==> src/rtl/mem_arb_pkg.sv <==
// ---------------------------------------------------------------------------
// mem_arb_pkg
// Shared definitions for the memory port arbiter: FSM state codes, owner
// codes and default address/data widths.
// Configuration macro used by the arbiter: MEM_ARB_RR_EN (round-robin).
// ---------------------------------------------------------------------------
package mem_arb_pkg;

    localparam int AW_DEF = 8;
    localparam int DW_DEF = 8;

    typedef enum logic [1:0] {
        ST_IDLE = 2'd0,
        ST_ACC  = 2'd1,
        ST_RESP = 2'd2
    } state_t;

    typedef enum logic {
        OWN_FETCH = 1'b0,
        OWN_DATA  = 1'b1
    } owner_t;

endpackage

==> src/rtl/mem_arb_pick.sv <==
// ---------------------------------------------------------------------------
// mem_arb_pick
// Combinational owner select for the shared memory port.
//   f_req, d_req : requests from fetch and data sides
//   last_owner   : owner of the most recent grant
//   grant        : 1 when at least one request is pending
//   owner        : winning requester (valid when grant=1)
// Configuration: MEM_ARB_RR_EN defined -> round-robin on contention
// (winner is the requester that did not win last time); undefined -> fixed
// priority, DATA wins contention. A lone requester always wins.
// ---------------------------------------------------------------------------
module mem_arb_pick
    import mem_arb_pkg::*;
(
    input  logic   f_req,
    input  logic   d_req,
    input  owner_t last_owner,
    output logic   grant,
    output owner_t owner
);

`ifndef MEM_ARB_RR_EN
    // Fixed priority keeps last_owner only for bookkeeping in the parent.
    logic unused_last_owner;
    assign unused_last_owner = last_owner;
`endif

    always_comb begin
        grant = f_req | d_req;
        owner = OWN_DATA;
        if (f_req && !d_req) begin
            owner = OWN_FETCH;
        end else if (f_req && d_req) begin
`ifdef MEM_ARB_RR_EN
            if (last_owner == OWN_DATA) begin
                owner = OWN_FETCH;
            end else begin
                owner = OWN_DATA;
            end
`else
            owner = OWN_DATA;
`endif
        end
    end

endmodule

==> src/rtl/mem_port_arbiter.sv <==
// ---------------------------------------------------------------------------
// mem_port_arbiter
// Shares one memory port between instruction fetch and data load/store.
// A granted request is latched into the registered memory port, held for one
// access cycle, and answered with a one-cycle ack on the owner's side.
// FSM: IDLE -> ACC -> RESP -> IDLE (one transaction per three cycles).
// Ports:
//   clk, rst                 clock, synchronous active-high reset
//   f_req/f_addr             fetch request (read only)
//   f_ack/f_rdata            fetch done pulse, read data held until next fetch
//   d_req/d_we/d_addr/d_wdata data request (d_we=1 store)
//   d_ack/d_rdata            data done pulse, load data held until next load
//   mem_addr/mem_din/mem_we  registered RAM port
//   mem_dout                 RAM combinational read data
//   busy                     1 whenever the FSM is not IDLE
//   dbg_state                current FSM state code
// Handshake: a request is taken when req is high while the FSM is IDLE at a
// rising edge; after that the requester's inputs are ignored until its ack
// pulse. A request still high after its ack starts a new transaction.
// Configuration macro: MEM_ARB_RR_EN (see mem_arb_pick).
// ---------------------------------------------------------------------------
module mem_port_arbiter
    import mem_arb_pkg::*;
#(
    parameter int AW = AW_DEF,
    parameter int DW = DW_DEF
) (
    input  logic          clk,
    input  logic          rst,
    input  logic          f_req,
    input  logic [AW-1:0] f_addr,
    output logic          f_ack,
    output logic [DW-1:0] f_rdata,
    input  logic          d_req,
    input  logic          d_we,
    input  logic [AW-1:0] d_addr,
    input  logic [DW-1:0] d_wdata,
    output logic          d_ack,
    output logic [DW-1:0] d_rdata,
    output logic [AW-1:0] mem_addr,
    output logic [DW-1:0] mem_din,
    output logic          mem_we,
    input  logic [DW-1:0] mem_dout,
    output logic          busy,
    output logic [1:0]    dbg_state
);

    state_t        state_q, state_d;
    owner_t        last_owner_q, last_owner_d;
    logic [AW-1:0] mem_addr_q, mem_addr_d;
    logic [DW-1:0] mem_din_q, mem_din_d;
    logic          mem_we_q, mem_we_d;
    logic          f_ack_q, f_ack_d;
    logic          d_ack_q, d_ack_d;
    logic [DW-1:0] f_rdata_q, f_rdata_d;
    logic [DW-1:0] d_rdata_q, d_rdata_d;

    logic          pick_grant;
    owner_t        pick_owner;

    mem_arb_pick u_pick (
        .f_req      (f_req),
        .d_req      (d_req),
        .last_owner (last_owner_q),
        .grant      (pick_grant),
        .owner      (pick_owner)
    );

    // last_owner is updated on every grant, so during ACC/RESP it also names
    // the owner of the transaction in flight.
    always_comb begin
        state_d      = state_q;
        last_owner_d = last_owner_q;
        mem_addr_d   = mem_addr_q;
        mem_din_d    = mem_din_q;
        mem_we_d     = 1'b0;
        f_ack_d      = 1'b0;
        d_ack_d      = 1'b0;
        f_rdata_d    = f_rdata_q;
        d_rdata_d    = d_rdata_q;
        case (state_q)
            ST_IDLE: begin
                if (pick_grant) begin
                    last_owner_d = pick_owner;
                    state_d      = ST_ACC;
                    if (pick_owner == OWN_DATA) begin
                        mem_addr_d = d_addr;
                        mem_din_d  = d_wdata;
                        mem_we_d   = d_we;
                    end else begin
                        mem_addr_d = f_addr;
                    end
                end
            end
            ST_ACC: begin
                // mem_we_q still marks a store here; loads/fetches capture RAM data.
                if (!mem_we_q) begin
                    if (last_owner_q == OWN_FETCH) begin
                        f_rdata_d = mem_dout;
                    end else begin
                        d_rdata_d = mem_dout;
                    end
                end
                f_ack_d = (last_owner_q == OWN_FETCH);
                d_ack_d = (last_owner_q == OWN_DATA);
                state_d = ST_RESP;
            end
            ST_RESP: begin
                state_d = ST_IDLE;
            end
            default: begin
                state_d = ST_IDLE;
            end
        endcase
    end

    always_ff @(posedge clk) begin
        if (rst) begin
            state_q      <= ST_IDLE;
            last_owner_q <= OWN_DATA;
            mem_addr_q   <= '0;
            mem_din_q    <= '0;
            mem_we_q     <= 1'b0;
            f_ack_q      <= 1'b0;
            d_ack_q      <= 1'b0;
            f_rdata_q    <= '0;
            d_rdata_q    <= '0;
        end else begin
            state_q      <= state_d;
            last_owner_q <= last_owner_d;
            mem_addr_q   <= mem_addr_d;
            mem_din_q    <= mem_din_d;
            mem_we_q     <= mem_we_d;
            f_ack_q      <= f_ack_d;
            d_ack_q      <= d_ack_d;
            f_rdata_q    <= f_rdata_d;
            d_rdata_q    <= d_rdata_d;
        end
    end

    assign mem_addr  = mem_addr_q;
    assign mem_din   = mem_din_q;
    assign mem_we    = mem_we_q;
    assign f_ack     = f_ack_q;
    assign d_ack     = d_ack_q;
    assign f_rdata   = f_rdata_q;
    assign d_rdata   = d_rdata_q;
    assign busy      = (state_q != ST_IDLE);
    assign dbg_state = state_q;

endmodule

==> config.mk <==
export PLATFORM = sky130hd
export DESIGN_NAME = mem_port_arbiter
export DESIGN_NICKNAME = d
export VERILOG_FILES = /design/src/rtl/mem_arb_pkg.sv /design/src/rtl/mem_arb_pick.sv /design/src/rtl/mem_port_arbiter.sv
export SDC_FILE = /design/constraint.sdc
export NUM_CORES = 1
export LEC_CHECK = 0
export BUFFER_PORTS_ARGS = -buffer_cell sky130_fd_sc_hd__buf_2
export CORE_ASPECT_RATIO = 0.8
export CORE_MARGIN = 2
export CORE_UTILIZATION = 48
export CTS_CLUSTER_DIAMETER = 40
export DETAILED_ROUTE_END_ITERATION = 8
export PLACE_DENSITY = 0.87
export SLEW_MARGIN = 15
export SYNTH_ARGS = -nofsm -noshare
export SYNTH_HDL_FRONTEND = slang
export SYNTH_SLANG_ARGS = --single-unit
==> constraint.sdc <==
create_clock -name clk -period 1.8 [get_ports clk]
set_input_delay 0.36 -clock clk [delete_from_list [all_inputs] [get_ports clk]]
set_output_delay 0.36 -clock clk [all_outputs]
set_load 0.005 [all_outputs]
# --- Yosys cells after proc, flatten, opt, wreduce, memory -nomap -nowiden ---
# Cells that the tools add are included.
# W data, S select, Z words.
op_classes:
  eq_ne: 2
  muxes: 4
  bitwise_logic: 7
  n_reduce_logical: 10
op_table:
  columns: ["operator", "count"]
  rows:
  - ["$reduce_and A3 Y1", 3]
  - ["$mux W8", 1]
  - ["$not A1 Y1", 6]
  - ["$pmux W2 S2", 1]
  - ["$reduce_or A4 Y1", 1]
  - ["$eq A2 B1 Y1 const B", 1]
  - ["$logic_not A2 Y1", 1]
  - ["$mux W2", 1]
  - ["$ne A2 B2 Y1 const B", 1]
  - ["$reduce_and A2 Y1", 1]
  - ["$reduce_bool A2 Y1", 1]
  - ["$reduce_or A2 Y1", 1]
  - ["$logic_and A1 B1 Y1", 1]
  - ["$logic_not A1 Y1", 1]
  - ["$mux W1", 1]
  - ["$or A1 B1 Y1", 1]
totals:
  regBits: 38
  inputBits: 37
  output_inout_bits: 38

# --- Depth between registers and ports, before layout ---
depth:
  word_depth: 4
  mapped_depth: 5

# --- Modules after synthesis ---
# A second synthesis with hierarchy kept.
unflattened:
  hier_cells: 143
  area_unflattened_um2: 1455.1
by_module_without_submodules:
  columns: ["module", "n_inst", "cells_per_inst", "area_per_inst_um2", "seq_area_each_um2"]
  rows:
  - ["mem_port_arbiter", 1, 141, 1442.6, 760.7]
  - ["mem_arb_pick", 1, 2, 12.5, 0.0]

# --- Least setup slack after synthesis ---
# No wires, ideal clock.
synth_timing:
  path_type: "flip-flop to flip-flop"
  start: "reg state_q[1], in the netlist dbg_state[1]"
  end: "reg f_rdata_q[0], in the netlist f_rdata[0]"
  setup_time_ps: 140
  t_arrival_ps: 1118
  t_required_ps: 1660
  setup_slack_ps: 542
  stages_incl_launch_ff: 5
  n_path_buf: 1
  synth_period_minus_slack_ps: 1258
  cell_sequence: "dfxtp_1 > or4b_1 > buf_2 > nand2_1 > a21oi_1"
synth_via:
  elab_chain_cells: 2
synth_lines:
  columns: ["item", "line", "source"]
  rows:
  - ["from (decl)", "mem_port_arbiter.sv:48", "state_t state_q, state_d;"]
  - ["from (signal assigned)", "mem_port_arbiter.sv:129", "state_q <= state_d;"]
  - ["$eq A2 B1 Y1", "mem_port_arbiter.sv:81", "case (state_q)"]
  - ["$reduce_and A3 Y1 (no line)", null, null]
  - ["to (signal assigned)", "mem_port_arbiter.sv:136", "f_rdata_q <= f_rdata_d;"]
  - ["to (decl)", "mem_port_arbiter.sv:55", "logic [DW-1:0] f_rdata_q, f_rdata_d;"]
# Every way passes these cells.
# A chain may end at the register's enable or synchronous reset.

# --- Final worst setup path ---
layout_timing:
  start: "reg state_q[1], in the netlist dbg_state[1]"
  end: "out busy"
layout_via:
  elab_chain_cells: 1
layout_lines:
  columns: ["item", "line", "source"]
  rows:
  - ["$reduce_bool A2 Y1", "mem_port_arbiter.sv:148", "assign busy = (state_q != ST_IDLE);"]
  - ["to (decl)", "mem_port_arbiter.sv:44", "output logic busy,"]
# Every way passes these cells.

==> metrics <==
total number of vias=1304; Placer Congestion=0.705; PortBufs=74; sequential fraction of the synthesis area=50.7%; post-DP HPWL=2.39 mm; Finish-stage setup viols=0; CTS tree=done; Fin. Hold Viols=0; min cycle time layout=1.51 ns; global-route wire length before repair=5.02 mm; Least-Margin Pin Slew=0.489 ns; CTS-repair resized insts=0; dpl ws=0.404 ns; fill count=288; Post-route DRC=0; DR WL/cell=11.7 µm; Final Skew=0.00260 ns; Die Wd=66.5 µm; vias in the first global route=1182; Final Max Slew Viols=0; clk root buf=clkbuf_8; total routed wirelength=3.14 mm; synthesis warning total=0; Fin Setup TNS=0 ns; power per cell area=889 nW/µm²; Mapped Nets=193; drt pass-1 iters=4; DIE HEIGHT=54 µm; layout cell share with drive strength beyond 1=42.4%; Design Power=1.75 mW; GRT Residual Overflow=0; vias per inst=4.85; Row Count=18; Initial Util=49.3%; unrepaired setup endpoints after global routing=no; Tcrit/Tclk final=83.8%; most frequent cells in the layout=74 x buf_2, 38 x dfxtp_1, 33 x nand2_1; hold bufs inserted after CTS=0; status=complete, no violations; Detail Route Antenna Nets=0; Finished Core Util=64.7%; clock tree buffer depth=2; Leak=0.939 nW; die area=3590 µm²; fin nets=266; crit path max fanout=11; ANT cells=0; H-tree depth=2; gr usage total=18.8%; maxcap violations=0; setup ws final=0.292 ns; mapped cell area=1500 µm²; non-filler cells, final=269; Peak VDD IR=0.482 mV; initial antenna violation count=0; most common cell after layout, fill and taps aside=buf_2; crit path launch type=flip-flop; Hold Path Class=in -> reg; Mapped Cells=156; Slew headroom=67.4%; Ports=75; Layout area overhead=31.0%; worst skew pair latency=0.28 ns; core area=3040 µm²; Distinct cells, synth=25; Critical Path RT=1.44 ns; critical path class=reg -> out; Critical Path AT=1.15 ns; CTS clk-pin slew, worst paths=0.07 ns; post-CTS setup buffers=0; placed cells=262; CTS buffer count=5; largest net degree at the start of global routing=30; Seq cells post-synth=38; fmax=663 MHz; Setup crit end kind=primary output; syn avg cell area=9.62 µm²; Detailed Route Iter0 Violations=38; TritonCTS Sinks=38
## state kept, by name, summed over array words and instances, names as in the netlist
| signal | cells |
|---|---|
| d_ack | 1 |
| d_rdata | 8 |
| dbg_state | 2 |
| f_ack | 1 |
| f_rdata | 8 |
| last_owner_q | 1 |
| mem_addr | 8 |
| mem_din | 8 |
| mem_we | 1 |
## Yosys cell counts
cell type	count	share of area, %
and3b_1	1	0.58
or4b_1	1	0.67
nor2_1	18	4.5
buf_4	1	0.50
dfxtp_1	38	51
and2_1	1	0.42
buf_2	4	1.3
nand2_1	33	8.3
buf_1	3	0.75
and4bb_2	1	0.83
or2_1	1	0.42
and2b_1	1	0.50
inv_1	1	0.25
nor4b_2	1	1.0
buf_6	2	1.5
a211o_1	1	0.58
a311oi_2	8	8.0
a21oi_1	16	5.3
nor2b_1	1	0.42
mux2i_1	16	11
and2_4	1	0.58
clkbuf_1	2	0.50
nand2b_1	2	0.83
nor3_1	1	0.33
nor3b_1	1	0.50
## layout make-up
| cell class | instances | area [µm²] | area share, % |
|---|---|---|---|
| clock buffers | 5 | 68.8 | 3.50 |
| clock inverters | 2 | 10.0 | 0.509 |
| inverters | 1 | 3.75 | 0.191 |
| multi-input cells | 105 | 672 | 34.2 |
| flip-flops and latches | 38 | 761 | 38.7 |
| well taps | 40 | 50.0 | 2.55 |
| repair buffers | 78 | 400 | 20.4 |
## layer usage
| metal | GRT usage [%] | up-vias | part of all wire, % |
|---|---|---|---|
| met5 | 0 | - | 0 |
| met4 | 7.14 | 0 | 1.2 |
| met3 | 6.69 | 6 | 10 |
| met2 | 31.0 | 61 | 44 |
| met1 | 22.8 | 568 | 45 |
| li1 | - | 669 | - |
## per-stage QoR
stage | area [µm²] | hold slack [ns]
global route | 1970 | 0.322
floorplan | 1500 | 0.453
detailed placement | 1890 | 0.445
finish | 1970 | 0.317
CTS | 1970 | 0.312
global placement | 1890 | 0.445
## cells by family (layout without fill, tap and decap cells)
family	after synthesis	in the layout	synth area share, %
compound gates	25	25	13.9
buf+inv	13	86	4.84
flops	38	38	50.7
mux	16	16	10.7
simple gates	64	64	19.9
## worst max-delay path: stages, from the launching register on
cell	delay, ns
dfxtp_1	0.45
nor2_1	0.08
buf_4	0.18
inv_1	0.06
buf_2	0.10
## worst paths after layout
kind                      from         end  slack (ns)  cells past startpoint
hold / removal            d_we      mem_we        0.32                      2
hold reg to reg     f_rdata[0]  f_rdata[0]        0.46                      2
setup / recovery  dbg_state[1]        busy        0.29                      4
setup reg to reg  dbg_state[1]  f_rdata[6]        0.41                      3
## where the power goes
group | switching (mW) | total, mW | internal, mW
Clock | 0.262 | 0.521 | 0.259
Combinational | 0.146 | 0.297 | 0.151
Sequential | 0.0330 | 0.930 | 0.897
(Power assumes the default switching activity.)
